<file path="config.mk">
export PLATFORM = sky130hd
export DESIGN_NAME = regfile_flat
export DESIGN_NICKNAME = d
export VERILOG_FILES = /design/src/rtl/regfile_if.sv /design/src/rtl/regfile.sv /design/src/flat_wrapper.sv
export SDC_FILE = /design/constraint.sdc
export NUM_CORES = 2
export LEC_CHECK = 0
export CORE_MARGIN = 4
export CORE_UTILIZATION = 40
export DETAILED_ROUTE_END_ITERATION = 10
export HOLD_SLACK_MARGIN = 0.1
export SKIP_CTS_REPAIR_TIMING = 1
export SYNTH_ARGS = -nofsm -noshare
export SYNTH_HDL_FRONTEND = slang
export SYNTH_SLANG_ARGS = --single-unit
</file>
<file path="constraint.sdc">
create_clock -name clk -period 2.6 [get_ports clk]
set_input_delay 0.65 -clock clk [delete_from_list [all_inputs] [get_ports clk]]
set_output_delay 0.65 -clock clk [all_outputs]
set_load 0.02 [all_outputs]
</file>
<file path="src/rtl/regfile_if.sv">
// Register-file bus: writeback write port, two decode read ports and the
// pending-load scoreboard signals. The decode/writeback side uses the master
// modport; the register file uses the slave modport.
interface regfile_if #(
    parameter int DATA_W = 32
);
    logic              we;
    logic [4:0]        waddr;
    logic [DATA_W-1:0] wdata;
    logic [4:0]        raddr1;
    logic [DATA_W-1:0] rdata1;
    logic [4:0]        raddr2;
    logic [DATA_W-1:0] rdata2;
    logic              pend_set;
    logic [4:0]        pend_addr;
    logic              busy1;
    logic              busy2;
    logic [31:0]       pending;

    modport master (
        output we, waddr, wdata,
        output raddr1, raddr2,
        output pend_set, pend_addr,
        input  rdata1, rdata2,
        input  busy1, busy2,
        input  pending
    );

    modport slave (
        input  we, waddr, wdata,
        input  raddr1, raddr2,
        input  pend_set, pend_addr,
        output rdata1, rdata2,
        output busy1, busy2,
        output pending
    );
endinterface

</file>
<file path="src/rtl/regfile.sv">
// MIPS general-purpose register file: 32 x DATA_W registers, one synchronous
// write port, two combinational read ports, $0 hardwired to zero, plus a
// pending-load scoreboard that flags reads of registers still awaiting a
// load result.
// Optional feature: define REGFILE_BYPASS_EN to forward same-cycle write
// data to the read ports and mask the matching busy flag.
module regfile #(
    parameter int DATA_W = 32
) (
    input  logic     clk,
    input  logic     rst,      // asynchronous, active-low
    regfile_if.slave bus
);

    logic [DATA_W-1:0] regs_q [32];
    logic [DATA_W-1:0] regs_d [32];
    logic [31:0]       pend_q;
    logic [31:0]       pend_d;

    logic [31:0]       pend_set_vec;
    logic [31:0]       pend_clr_vec;
    logic              hit1;
    logic              hit2;
    logic [DATA_W-1:0] rdata1;
    logic [DATA_W-1:0] rdata2;
    logic              busy1;
    logic              busy2;

    // Next register contents: a write to any index but 0 replaces the entry.
    always_comb begin
        regs_d = regs_q;
        if (bus.we && (bus.waddr != 5'd0)) begin
            regs_d[bus.waddr] = bus.wdata;
        end
    end

    // Scoreboard next state: set beats clear so a load issued while the
    // previous load to the same register retires keeps the register pending.
    always_comb begin
        pend_set_vec = '0;
        pend_clr_vec = '0;
        if (bus.pend_set) begin
            pend_set_vec[bus.pend_addr] = 1'b1;
        end
        if (bus.we) begin
            pend_clr_vec[bus.waddr] = 1'b1;
        end
        pend_d    = (pend_q & ~pend_clr_vec) | pend_set_vec;
        pend_d[0] = 1'b0;
    end

    // State registers; reset wipes both the register array and scoreboard.
    always_ff @(posedge clk or negedge rst) begin
        if (!rst) begin
            for (int i = 0; i < 32; i++) begin
                regs_q[i] <= '0;
            end
            pend_q <= '0;
        end else begin
            regs_q <= regs_d;
            pend_q <= pend_d;
        end
    end

    // Forwarding hits: a same-cycle write to a nonzero index being read.
    always_comb begin
`ifdef REGFILE_BYPASS_EN
        hit1 = bus.we && (bus.waddr == bus.raddr1) && (bus.raddr1 != 5'd0);
        hit2 = bus.we && (bus.waddr == bus.raddr2) && (bus.raddr2 != 5'd0);
`else
        hit1 = 1'b0;
        hit2 = 1'b0;
`endif
    end

    // Read port 1: index 0 and an asserted reset both read zero.
    always_comb begin
        rdata1 = '0;
        busy1  = 1'b0;
        if (rst && (bus.raddr1 != 5'd0)) begin
            rdata1 = hit1 ? bus.wdata : regs_q[bus.raddr1];
            busy1  = pend_q[bus.raddr1] && !hit1;
        end
    end

    // Read port 2: identical to port 1, fully independent.
    always_comb begin
        rdata2 = '0;
        busy2  = 1'b0;
        if (rst && (bus.raddr2 != 5'd0)) begin
            rdata2 = hit2 ? bus.wdata : regs_q[bus.raddr2];
            busy2  = pend_q[bus.raddr2] && !hit2;
        end
    end

    assign bus.rdata1  = rdata1;
    assign bus.rdata2  = rdata2;
    assign bus.busy1   = busy1;
    assign bus.busy2   = busy2;
    assign bus.pending = pend_q;

endmodule

</file>
<file path="src/flat_wrapper.sv">
// flat-port wrapper written by rule: the top's interface ports become plain ports
module regfile_flat 
#(
    parameter int DATA_W = 32
)
  (clk, rst, bus_we, bus_waddr, bus_wdata, bus_raddr1, bus_raddr2, bus_pend_set, bus_pend_addr, bus_rdata1, bus_rdata2, bus_busy1, bus_busy2, bus_pending);
  regfile_if #(.DATA_W(DATA_W)) bus_i ();
  input  logic clk;
  input  logic rst;
  input wire logic [$bits(bus_i.we)-1:0] bus_we;
  input wire logic [$bits(bus_i.waddr)-1:0] bus_waddr;
  input wire logic [$bits(bus_i.wdata)-1:0] bus_wdata;
  input wire logic [$bits(bus_i.raddr1)-1:0] bus_raddr1;
  input wire logic [$bits(bus_i.raddr2)-1:0] bus_raddr2;
  input wire logic [$bits(bus_i.pend_set)-1:0] bus_pend_set;
  input wire logic [$bits(bus_i.pend_addr)-1:0] bus_pend_addr;
  output wire logic [$bits(bus_i.rdata1)-1:0] bus_rdata1;
  output wire logic [$bits(bus_i.rdata2)-1:0] bus_rdata2;
  output wire logic [$bits(bus_i.busy1)-1:0] bus_busy1;
  output wire logic [$bits(bus_i.busy2)-1:0] bus_busy2;
  output wire logic [$bits(bus_i.pending)-1:0] bus_pending;
  assign bus_i.we = bus_we;
  assign bus_i.waddr = bus_waddr;
  assign bus_i.wdata = bus_wdata;
  assign bus_i.raddr1 = bus_raddr1;
  assign bus_i.raddr2 = bus_raddr2;
  assign bus_i.pend_set = bus_pend_set;
  assign bus_i.pend_addr = bus_pend_addr;
  assign bus_rdata1 = bus_i.rdata1;
  assign bus_rdata2 = bus_i.rdata2;
  assign bus_busy1 = bus_i.busy1;
  assign bus_busy2 = bus_i.busy2;
  assign bus_pending = bus_i.pending;
  regfile #(.DATA_W(DATA_W)) u_core (.clk(clk), .rst(rst), .bus(bus_i));
endmodule
</file>
==> flow_metrics.tcl <==
set metrics [dict create \
    coreArea_sq_um 138000 \
    synth_area_per_cell_sq_um 14.4 \
    drtPass1Iterations 5 \
    finalCritPeriodShare_pct 126 \
    critPathMaxStageDelay_ns 0.52 \
    ir_drop_mv 0.547 \
    hp-class "in2async" \
    setup_violations 134 \
    cellPowerDensity_nw_per_um2 716 \
    r2r_cells 3 \
    grt_pass1_vias 39900 \
    finalHoldViolations 0 \
    io_buffers 152 \
    crit_required_ns 1.95 \
    final_cell_mix "dfrtp_1, mux2_2, buf_4, mux4_2, mux2i_1" \
    final_common_cell "dfrtp_1" \
    wl_per_cell_um 31.8 \
    cts_sinks 1055 \
    viasPerCell 6.24 \
    ios 154 \
    synth_top_area_cell "dfrtp_1" \
    crit_chain "buf_16, buf_16, buf_6, mux4_2, a22oi_1, nand4_1, buf_6" \
    seq_area_frac_synth_pct 47.5 \
    synth-seq-cells 1055 \
    dp.cells 6008 \
    worst_slew_pin_slew_ns 0.955 \
    worstSetupPathType "in2out" \
    cts-root-buf "clkbuf_16" \
    switching_share_pct 28.1 \
    syn_inst 3845 \
    final_nets 4523 \
    dpl.hpwl_um 133000 \
    timing.final.ws_setup_ns -0.678 \
    fmax_ghz 0.305 \
    top_layer "met5" \
    crit_path_end_kind "primary output" \
    synth.distinct_cells 42 \
    grt-ovfl-total 0 \
    cp_max_fo 11 \
    clock_path_buffers 3 \
    gp_congestion 0.876 \
    grt_max_degree 155 \
    p_int_w 0.0366 \
    antenna_found_initial 4 \
    grt_pass1_wl_um 286000 \
    synth_top_area_share_pct 47.5 \
    dp_slack_ns -1.10 \
    seqPwrFrac_pct 43.1 \
    synth_area_sq_um 55600 \
    leakagePower_nw 31.6 \
    status "finished with violations" \
    yosys_warnings 0 \
    met3_length_um 14900 \
    period_needed_ns 3.28 \
    wl_met1_um 86000 \
    r2r_slack_ns 1.60 \
    net-switching-power_w 0.0143 \
    cp_top_family "buffers and inverters" \
    critical_path_cell_count 7 \
    rsz0062_at_grt "true" \
    syn2layout_area_growth_pct 27.9 \
    critPathBufInv 4 \
    drc_errors 0 \
    maxCapViolCount 0 \
    synth_nets 3901 \
    violations "setup timing" \
    cts_tree "done" \
    drt-initial-drc-count 3662 \
    track_usage_pct 26.8 \
    rows 136 \
    wl_met2_um 93600 \
    cts-htree-levels 3 \
    ant_nets 0 \
    wl_um 202000 \
    worstPathArrival_ns 2.63 \
    vias 39700 \
    fp.dieArea_sq_um 145000 \
    power_frac_comb_pct 22.6 \
    maxSlewHeadroom_pct 36.3 \
    synth_area_leaders "dfrtp_1, mux2_2, mux4_2" \
    start_kind "primary input" \
    layout-drive-gt1-share_pct 56.9 \
    dieWidth_um 381 \
    clock_latency_ns 0.74 \
    slew_violations 0 \
    die_h_um 381 \
    initial_utilization_pct 40.4 \
    clk_pin_slew_ns 0.06 \
    numCtsBuffers 116 \
    layoutNonFillerInstCount 6354 \
    clock_skew_ns 0 \
    cp_slowest_cell "mux4_2" \
    clockPowerShare_pct 34.3 \
]
==> stage by stage <==
stage / power (W) / utilization, % / setup TNS (ns) / hold slack [ns] / area [sq um]
global placement: 0.0326 / 46.9 / -210.17 / 0.377 / 64500
floorplan: 0.0285 / - / -3.65 / 0.354 / 56100
global route: 0.0529 / 51.6 / -66.70 / 0.102 / 71100
detailed placement: 0.0330 / 46.9 / -219.19 / 0.384 / 64500
finish: 0.0509 / 51.6 / -38.28 / 0.0963 / 71100
CTS: 0.0505 / 49.8 / -59.82 / -0.176 / 68500
==> sequential cells by signal, summed over array words and instances, names as in the netlist <==
| signal | count |
|---|---|
| u_core.bus.pending | 31 |
| u_core.regs_q | 1024 |
==> Yosys cell counts (all sizes together) <==
library cell	count
a21oi	51
a221o	1
a22o	39
a22oi	231
a31oi	24
a32oi	2
and2	5
and3	44
and3b	1
and4b	1
buf	209
clkbuf	223
conb	1
dfrtp	1055
inv	2
mux2	994
mux2i	274
mux4	389
nand2	54
nand3	73
nand3b	9
nand4	67
nand4b	1
nor2	28
nor2b	7
nor3	5
nor3b	13
nor4bb	1
o2111ai	1
o21ai	32
o21ba	2
or2	3
or3	1
or3b	2
==> logic make-up (layout without fill, tap and decap cells) <==
| kind of cell | after synthesis | in the layout | synth area share (%) |
|---|---|---|---|
| flops | 1055 | 1055 | 47.5 |
| simple gates | 315 | 315 | 3.16 |
| buf+inv | 434 | 1148 | 3.61 |
| compound gates | 383 | 383 | 4.86 |
| mux | 1657 | 1657 | 40.9 |
| other cells | 1 | 2 | 0.00675 |
==> metal layers <==
metal | GRT usage, % | vias to the layer above
met1 | 37.6 | 21500
met4 | 8.57 | 6
met3 | 5.18 | 383
li1 | - | 16100
met2 | 42.3 | 1664
met5 | 0 | -
==> power by group through the flow <==
stage	registers [W]	logic (W)	clock network [W]
after CTS	0.0218	0.0109	0.0177
after global routing	0.0223	0.0122	0.0184
after global placement	0.0219	0.0107	0
after detailed placement	0.0221	0.0109	0
after floorplan	0.0215	0.00702	0
final	0.0219	0.0115	0.0175
==> area by class of cell <==
type	instances	area [sq um]
timing repair buffer	936	10300
antenna	1	2.50
clock inverter	42	612
fill	11500	66600
clock buffer	168	3430
sequential	1055	26400
multi-input combinational	2356	28100
inverter	2	7.51
tap	1794	2240
==> path summary, 6_finish.rpt <==
kind	from	endpoint
worst min-delay path	rst	u_core.regs_q[68]$_DFFE_PN0P_
worst max-delay path	bus_raddr2[0]	bus_rdata2[4]
worst max register to register	u_core.regs_q[373]$_DFFE_PN0P_	u_core.regs_q[373]$_DFFE_PN0P_
worst min register to register	u_core.regs_q[1007]$_DFFE_PN0P_	u_core.regs_q[1007]$_DFFE_PN0P_
max in group asynchronous	rst	u_core.regs_q[989]$_DFFE_PN0P_
min in group clk	u_core.regs_q[1007]$_DFFE_PN0P_	u_core.regs_q[1007]$_DFFE_PN0P_
==> worst register-to-register path, delay by kind of cell, from the launching register on <==
kind / cells / cell delay, ns
muxes: 1 / 0.25
DFF: 1 / 0.38
buffers and inverters: 2 / 0.25
(Power assumes the default switching activity.)
